[config.mk]
export PLATFORM = sky130hd
export DESIGN_NAME = sdram_burst_arbiter
export DESIGN_NICKNAME = d
export VERILOG_FILES = /design/src/rtl/sdram_burst_arbiter.sv
export SDC_FILE = /design/constraint.sdc
export NUM_CORES = 1
export LEC_CHECK = 0
export ABC_AREA = 0
export BUFFER_PORTS_ARGS = -buffer_cell sky130_fd_sc_hd__buf_2
export CORE_MARGIN = 3
export CORE_UTILIZATION = 49
export DETAILED_ROUTE_END_ITERATION = 10
export PLACE_DENSITY = 0.95
export SLEW_MARGIN = 20
export SYNTH_ARGS = -nofsm -noshare
export SYNTH_HDL_FRONTEND = slang
export SYNTH_SLANG_ARGS = --single-unit
export TNS_END_PERCENT = 50
[constraint.sdc]
create_clock -name CLK -period 5.6 [get_ports CLK]
set_input_delay 0.84 -clock CLK [delete_from_list [all_inputs] [get_ports CLK]]
set_output_delay 0.84 -clock CLK [all_outputs]
set_load 0.02 [all_outputs]
[src/rtl/sdram_burst_arbiter.sv]
// Burst scheduler for the four-port SDRAM frame buffer: picks one read/write port per page burst.
// Optional aging (define ARB_AGING_EN) makes long-waiting ports urgent so no port can starve.
module sdram_burst_arbiter #(
   parameter int LEN_W   = 9,
   parameter int USE_W   = 16,
   parameter int AGE_MAX = 15,
   parameter int GAP_CYC = 2
) (
   input  logic               CLK,
   input  logic               RESET_N,
   input  logic [2*USE_W-1:0] RD_LEVEL,
   input  logic [2*LEN_W-1:0] RD_LENGTH,
   input  logic [2*USE_W-1:0] WR_LEVEL,
   input  logic [2*LEN_W-1:0] WR_LENGTH,
   input  logic [3:0]         LOAD,
   input  logic               BURST_DONE,
   output logic               BURST_REQ,
   output logic [3:0]         GRANT,
   output logic [LEN_W-1:0]   GRANT_LEN,
   output logic               GRANT_RD,
   output logic               ERR_SPURIOUS
);

   typedef enum logic [1:0] {S_IDLE, S_GRANT, S_WAIT, S_GAP} state_t;

   localparam int CMP_W = (USE_W > LEN_W) ? USE_W : LEN_W;

   state_t                    state_q, state_d;
   logic [2:0]                gap_cnt_q, gap_cnt_d;
   logic                      req_q, req_d;
   logic [3:0]                grant_q, grant_d;
   logic [LEN_W-1:0]          len_q, len_d;
   logic                      rd_q, rd_d;
   logic                      err_q, err_d;
   logic [3:0]                elig;
   logic [3:0]                winner;
   logic [LEN_W-1:0]          win_len;
   logic [3:0][LEN_W-1:0]     len_all;

   assign len_all = {WR_LENGTH, RD_LENGTH};

   for (genvar i = 0; i < 2; i++) begin : g_elig
      logic [CMP_W-1:0] rd_len, rd_lvl, wr_len, wr_lvl;
      assign rd_len = CMP_W'(RD_LENGTH[i*LEN_W +: LEN_W]);
      assign rd_lvl = CMP_W'(RD_LEVEL[i*USE_W +: USE_W]);
      assign wr_len = CMP_W'(WR_LENGTH[i*LEN_W +: LEN_W]);
      assign wr_lvl = CMP_W'(WR_LEVEL[i*USE_W +: USE_W]);
      // Reads need room for a whole burst; writes need a whole burst already buffered.
      assign elig[i]   = (rd_len != '0) && (rd_lvl <  rd_len) && !LOAD[i];
      assign elig[i+2] = (wr_len != '0) && (wr_lvl >= wr_len) && !LOAD[i+2];
   end

   // Lowest set bit wins, which encodes RD0 > RD1 > WR0 > WR1.
   function automatic logic [3:0] pick_first(input logic [3:0] v);
      pick_first = v & (~v + 4'd1);
   endfunction

`ifdef ARB_AGING_EN
   logic [3:0][7:0] age_q, age_d;
   logic [3:0]      urgent;

   for (genvar i = 0; i < 4; i++) begin : g_urgent
      assign urgent[i] = elig[i] && (age_q[i] == 8'(AGE_MAX));
   end

   assign winner = (|urgent) ? pick_first(urgent) : pick_first(elig);
`else
   assign winner = pick_first(elig);
`endif

   always_comb begin
      win_len = '0;
      for (int i = 0; i < 4; i++) begin
         if (winner[i]) win_len = len_all[i];
      end
   end

   always_comb begin
      // NOTE: every variable gets its hold value first so no path infers a latch.
      state_d   = state_q;
      gap_cnt_d = gap_cnt_q;
      req_d     = req_q;
      grant_d   = grant_q;
      len_d     = len_q;
      rd_d      = rd_q;
      err_d     = err_q | (BURST_DONE && (state_q != S_WAIT));
`ifdef ARB_AGING_EN
      age_d     = age_q;
`endif
      unique case (state_q)
         S_IDLE: begin
            if ((|elig) && !(|LOAD)) state_d = S_GRANT;
         end
         S_GRANT: begin
            if ((|winner) && !(|LOAD)) begin
               req_d   = 1'b1;
               grant_d = winner;
               len_d   = win_len;
               rd_d    = |winner[1:0];
               state_d = S_WAIT;
`ifdef ARB_AGING_EN
               for (int i = 0; i < 4; i++) begin
                  if (winner[i] || !elig[i])     age_d[i] = 8'd0;
                  else if (age_q[i] < 8'(AGE_MAX)) age_d[i] = age_q[i] + 8'd1;
               end
`endif
            end else begin
               // Eligibility vanished or a LOAD arrived since IDLE: back off.
               state_d = S_IDLE;
            end
         end
         S_WAIT: begin
            if (BURST_DONE) begin
               req_d     = 1'b0;
               grant_d   = 4'b0000;
               gap_cnt_d = 3'd0;
               state_d   = S_GAP;
            end
         end
         S_GAP: begin
            if (gap_cnt_q == 3'(GAP_CYC - 1)) state_d = S_IDLE;
            else                              gap_cnt_d = gap_cnt_q + 3'd1;
         end
         default: state_d = S_IDLE;
      endcase
   end

   // NOTE: state registers use non-blocking assignment so all flops update together.
   always_ff @(posedge CLK or negedge RESET_N) begin
      if (!RESET_N) begin
         state_q   <= S_IDLE;
         gap_cnt_q <= 3'd0;
         req_q     <= 1'b0;
         grant_q   <= 4'b0000;
         len_q     <= '0;
         rd_q      <= 1'b0;
         err_q     <= 1'b0;
`ifdef ARB_AGING_EN
         age_q     <= '0;
`endif
      end else begin
         state_q   <= state_d;
         gap_cnt_q <= gap_cnt_d;
         req_q     <= req_d;
         grant_q   <= grant_d;
         len_q     <= len_d;
         rd_q      <= rd_d;
         err_q     <= err_d;
`ifdef ARB_AGING_EN
         age_q     <= age_d;
`endif
      end
   end

   assign BURST_REQ    = req_q;
   assign GRANT        = grant_q;
   assign GRANT_LEN    = len_q;
   assign GRANT_RD     = rd_q;
   assign ERR_SPURIOUS = err_q;

endmodule
# Word level (Yosys, flattened, before mapping)
# Index checks and enable logic that the tools add are counted.
word_totals:
  register_bits: 21
  output_inout_bits: 16
op_classes:
  muxes: 18
  bitwise: 3
  n_reduce_logical: 31
  n_lt_le_gt_ge: 4
  eq_ne: 10
  add_sub_neg: 2
op_table:
  columns: ["cell", "n"]
  rows:
  - ["$reduce_bool 16->1", 4]
  - ["$mux 9", 4]
  - ["$ge 16x9->1", 2]
  - ["$lt 16x9->1", 2]
  - ["$ne 2x2->1 const B", 6]
  - ["$reduce_or 4->1", 3]
  - ["$logic_and 1x1->1", 11]
  - ["$reduce_and 3->1", 3]
  - ["$mux 2", 4]
  - ["$mux 4", 2]
  - ["$pmux 2 s4", 1]
  - ["$pmux 4 s2", 1]
  - ["$mux 3", 2]
  - ["$pmux 3 s2", 1]
  - ["$logic_not 1->1", 5]
  - ["$add 4x1->4 const B", 1]
  - ["$and 4x4->4", 1]
  - ["$eq 2x2->1 const B", 2]
  - ["$not 4->4", 1]
  - ["$reduce_bool 2->1", 2]
  - ["$add 3x1->3 const B", 1]
  - ["$eq 3x1->1 const B", 1]
  - ["$eq 2x1->1 const B", 1]
  - ["$logic_not 2->1", 1]
  - ["5 further kinds", 6]

# Depth between registers and ports, before layout
depth:
  depth_word: 10
  mapped_depth: 11
  ltp_nobuf: 9

# Worst setup path before layout
# Ideal clock, no wire load.
synth_path:
  kind: "in2reg"
  startpoint: "in RD_LENGTH[11]"
  endpoint: "reg len_q[8], in the netlist GRANT_LEN[8]"
  slack_ps: 2810
  t_arrival_ps: 2652
  t_required_ps: 5462
  cell_stages: 10
  path_cell_list: "inv_1 > ha_1 > a211oi_1 > o21ai_1 > a211oi_2 > a22oi_1 > a31oi_1 > buf_2 > buf_4 > a41oi_2"
synth_via:
  elab_chain_len: 9
synth_rtl:
  columns: ["item", "line", "source"]
  rows:
  - ["start: declaration", "12", "input logic [2*LEN_W-1:0] RD_LENGTH,"]
  - ["$lt 16x9->1 or $reduce_bool 16->1 (tied branches)", "49", "assign elig[i] = (rd_len != '0) && (rd_lvl < rd_len) && !LOAD[i];"]
  - ["$logic_and 1x1->1 * (2 in a row)", "49", null]
  - ["$not 4->4", "55", "pick_first = v & (~v + 4'd1);"]
  - ["$add 4x1->4", "55", null]
  - ["$and 4x4->4 *", "55", null]
  - ["$mux 9 or $reduce_or 4->1 (tied branches)", "74, 95", null]
  - ["$mux 9 or $logic_and 1x1->1 (tied branches)", "74, 95", null]
  - ["$mux 9 or $reduce_and 2->1 (tied branches)", null, null]
  - ["end signal: assignment", "146", "len_q <= len_d;"]
  - ["end: declaration", "32", "logic [LEN_W-1:0] len_q, len_d;"]
# Mark *: on every way between the ends. The rest lies on a longest branch, timed or not.
# A chain may end at the register's enable or synchronous reset.

# Worst setup path in the final report
layout_path:
  startpoint: "in RD_LENGTH[11]"
  endpoint: "reg len_q[7], in the netlist GRANT_LEN[7]"
# Same word-level chain as after synthesis.

==> qor.yml <==
run_status:
  outcome: "complete, no violations"
yosys:
  syn_area_um2: 2200
  synth_area_per_cell_um2: 7.90
  synth_seq_area_share_pct: 23.9
  yosysTopAreaCellShare_pct: 23.9
  ys_async_sr_fraction_pct: 100
  yosysWarnings: 0
  yosys-top-cells-count: "inv_1, nand2_1, ha_1"
  synthTopCellsByArea: "dfrtp_1, ha_1, inv_1, nand2_1, nor2_1"
  synth_fp_nets: 422
  synth_top_area_cell: "dfrtp_1"
  synth_edf_count: 0
  syn_inst: 279
  ys_dominant_reg_cell: "dfrtp_1"
  synth_cell_types: 47
  ys_ff_latch: 21
timing:
  final.min_clock_period_ns: 3.00
  setup_viol: 0
  rsz0062_at_grt: "no"
  worst_slew_pin_slew_ns: 0.478
  final_hold_viol_count: 0
  finalCritPeriodShare_pct: 53.5
  slew_headroom_pct: 68.1
  clock.fmax_ghz: 0.334
  final.setup.tns_ns: 0
  fin_skew_ns: 0.00239
  layout_setup_ws_ns: 2.60
  drv_slew: 0
power:
  ir_drop_mv: 0.102
  p_total_uw: 606
  powerDensity_nw_per_um2: 209
  p_clk_share_pct: 16.2
  seqPwrFrac_pct: 39.3
  switching_power_uw: 241
  leakagePower_uw: 0.00158
  power_frac_comb_pct: 44.4
  p_int_uw: 365
  p_sw_share_pct: 39.7
floorplan:
  fp-row-count: 23
  die_area_um2: 5340
  die_h_um: 73.1
  die_w_um: 73.1
  core-area_um2: 4170
  initial_utilization_pct: 52.8
  io_pins: 123
cells_and_area:
  nNetsFinal: 544
  multi_input_area_um2: 1510
  seqCellArea_um2: 526
  fin_util_pct: 69.5
  n_fill_cell: 350
  syn2layout_area_growth_pct: 31.6
  layout-drive-gt1-share_pct: 34.5
  layoutNonFillerInstCount: 450
  n_antenna_cell: 0
job:
  drv_cap: 0
clock_tree:
  htree_num_levels: 1
  postCtsSetupRepairBufs: 0
  cts-resized-gates: 0
  cts_root_buffer: "clkbuf_8"
  clk_pin_slew_worst_paths_ns: 0.07
  insertion_delay_ns: 0.26
  numCtsBuffers: 3
  cts_sinks: 21
  cts_tree: "done"
  clockBufferDepth: 2
  hold_buffers: 0
worst_setup_path:
  cp_max_fo: 29
  worst-path-buf-inv: 3
  worstPathCellList: "buf_2 > inv_1 > ha_1 > a211oi_1 > o21ai_1 > a211oi_2 > a22oi_1 > a31oi_2 > buf_4 > a21boi_1 > a21oi_1"
  worst_ep_required_time_ns: 5.75
  cp_top_family: "compound AO/OA/AOI/OAI gates"
  slowest_stage: "a211oi_2"
  start_kind: "input pin"
  crit_arrival_ns: 3.15
  cp.depth: 11
  cp-end-kind: "flop"
  crit_path_max_incr_delay_ns: 0.44
  r2r_cells: 7
  critPathKind: "in -> reg"
route:
  vias: 2544
  drt-wirelength-per-cell_um: 14.9
  drt_first_pass_iters: 4
  route.detailed.drc: 0
  drt_first_iter_violations: 200
  wirelength_mm: 6.69
  avgViaCountPerCell: 5.65
  ant_nets: 0
global_route:
  antenna_found_initial: 0
  grt_pass1_vias: 2508
  grt_use_total_pct: 25.4
  grt_max_degree: 30
  gr-total-overflow: 0
  grt_pass1_wl_mm: 10.7
place:
  placed_cells: 446
  dp_hpwl_mm: 5.86
  dp_slack_ns: 2.37
  port_buffers: 122
  gp_congestion: 0.919
hold_path:
  holdPathStages: 1
  hp-class: "reg -> reg"
-- area by class of cell --
class,count,share of cell area [%]
multi-input cells,215,52.0
repair buffers,123,21.3
flip-flops and latches,21,18.1
inverters,37,4.79
well taps,50,2.16
clock buffers,3,1.42
clock inverters,1,0.173
-- flip-flops by register name, indices dropped and copies added (netlist names), named ones only --
| name | count |
|---|---|
| state_q | 1 |
| BURST_REQ | 1 |
| GRANT | 4 |
| GRANT_RD | 1 |
| GRANT_LEN | 9 |
| gap_cnt_q | 3 |
| ERR_SPURIOUS | 1 |
-- cells in the final DEF, fill, tap and decap left out, types with 3 or more instances in the layout --
cell	instances
o21ai_1	5
mux2i_1	5
clkbuf_8	3
nand3_1	9
a211oi_1	3
a41oi_2	3
nor4_1	9
nand2_1	37
nor3_1	8
inv_1	37
and2_1	3
nor2_1	23
a31oi_1	4
dfrtp_1	21
buf_2	122
nand3b_1	3
o22ai_1	4
ha_1	36
o21ai_0	14
a21o_1	5
a21oi_1	11
-- power by group through the flow --
stage | logic [uW] | registers [uW] | clock network, uW
6_report | 269 | 238 | 98.3
5_1_grt | 302 | 245 | 106
4_1_cts | 271 | 238 | 101
3_5_place_dp | 270 | 241 | 0
3_3_place_gp | 259 | 239 | 0
2_1_floorplan | 121 | 268 | 0
-- through the flow --
step	area, um2	hold WS [ns]
2_1_floorplan	2200	0.473
3_3_place_gp	2850	0.435
3_5_place_dp	2850	0.469
4_1_cts	2900	0.487
5_1_grt	2900	0.497
6_report	2900	0.478
-- path summary, 6_finish.rpt --
check	from	end	slack [ns]
worst max-delay path	RD_LENGTH[11]	GRANT_LEN[7]	2.60
worst min-delay path	ERR_SPURIOUS	ERR_SPURIOUS	0.48
worst max register to register	flop	GRANT_LEN[7]	3.48
worst min register to register	ERR_SPURIOUS	ERR_SPURIOUS	0.48
max in group asynchronous	RESET_N	gap_cnt_q[2]	4.75
min in group asynchronous	RESET_N	ERR_SPURIOUS	0.53
-- cells by family after synthesis --
family                   share of synthesized area [%]
multiplexers                                      2.27
AND/OR/NAND/NOR                                   24.3
buffers and inverters                             7.95
adder cells (fa/ha/maj)                           20.4
flip-flops                                        23.8
AO/OA/AOI/OAI                                     21.2
-- routing by layer --
| metal | up-vias | global-route usage [%] | routed length [um] |
|---|---|---|---|
| li1 | 1246 | - | - |
| met1 | 1127 | 30.7 | 2540 |
| met2 | 154 | 45.2 | 3150 |
| met3 | 17 | 4.27 | 859 |
| met4 | 0 | 8.20 | 132 |
| met5 | - | 0 | 0 |
No activity file was read; power rests on OpenSTA's default activity.
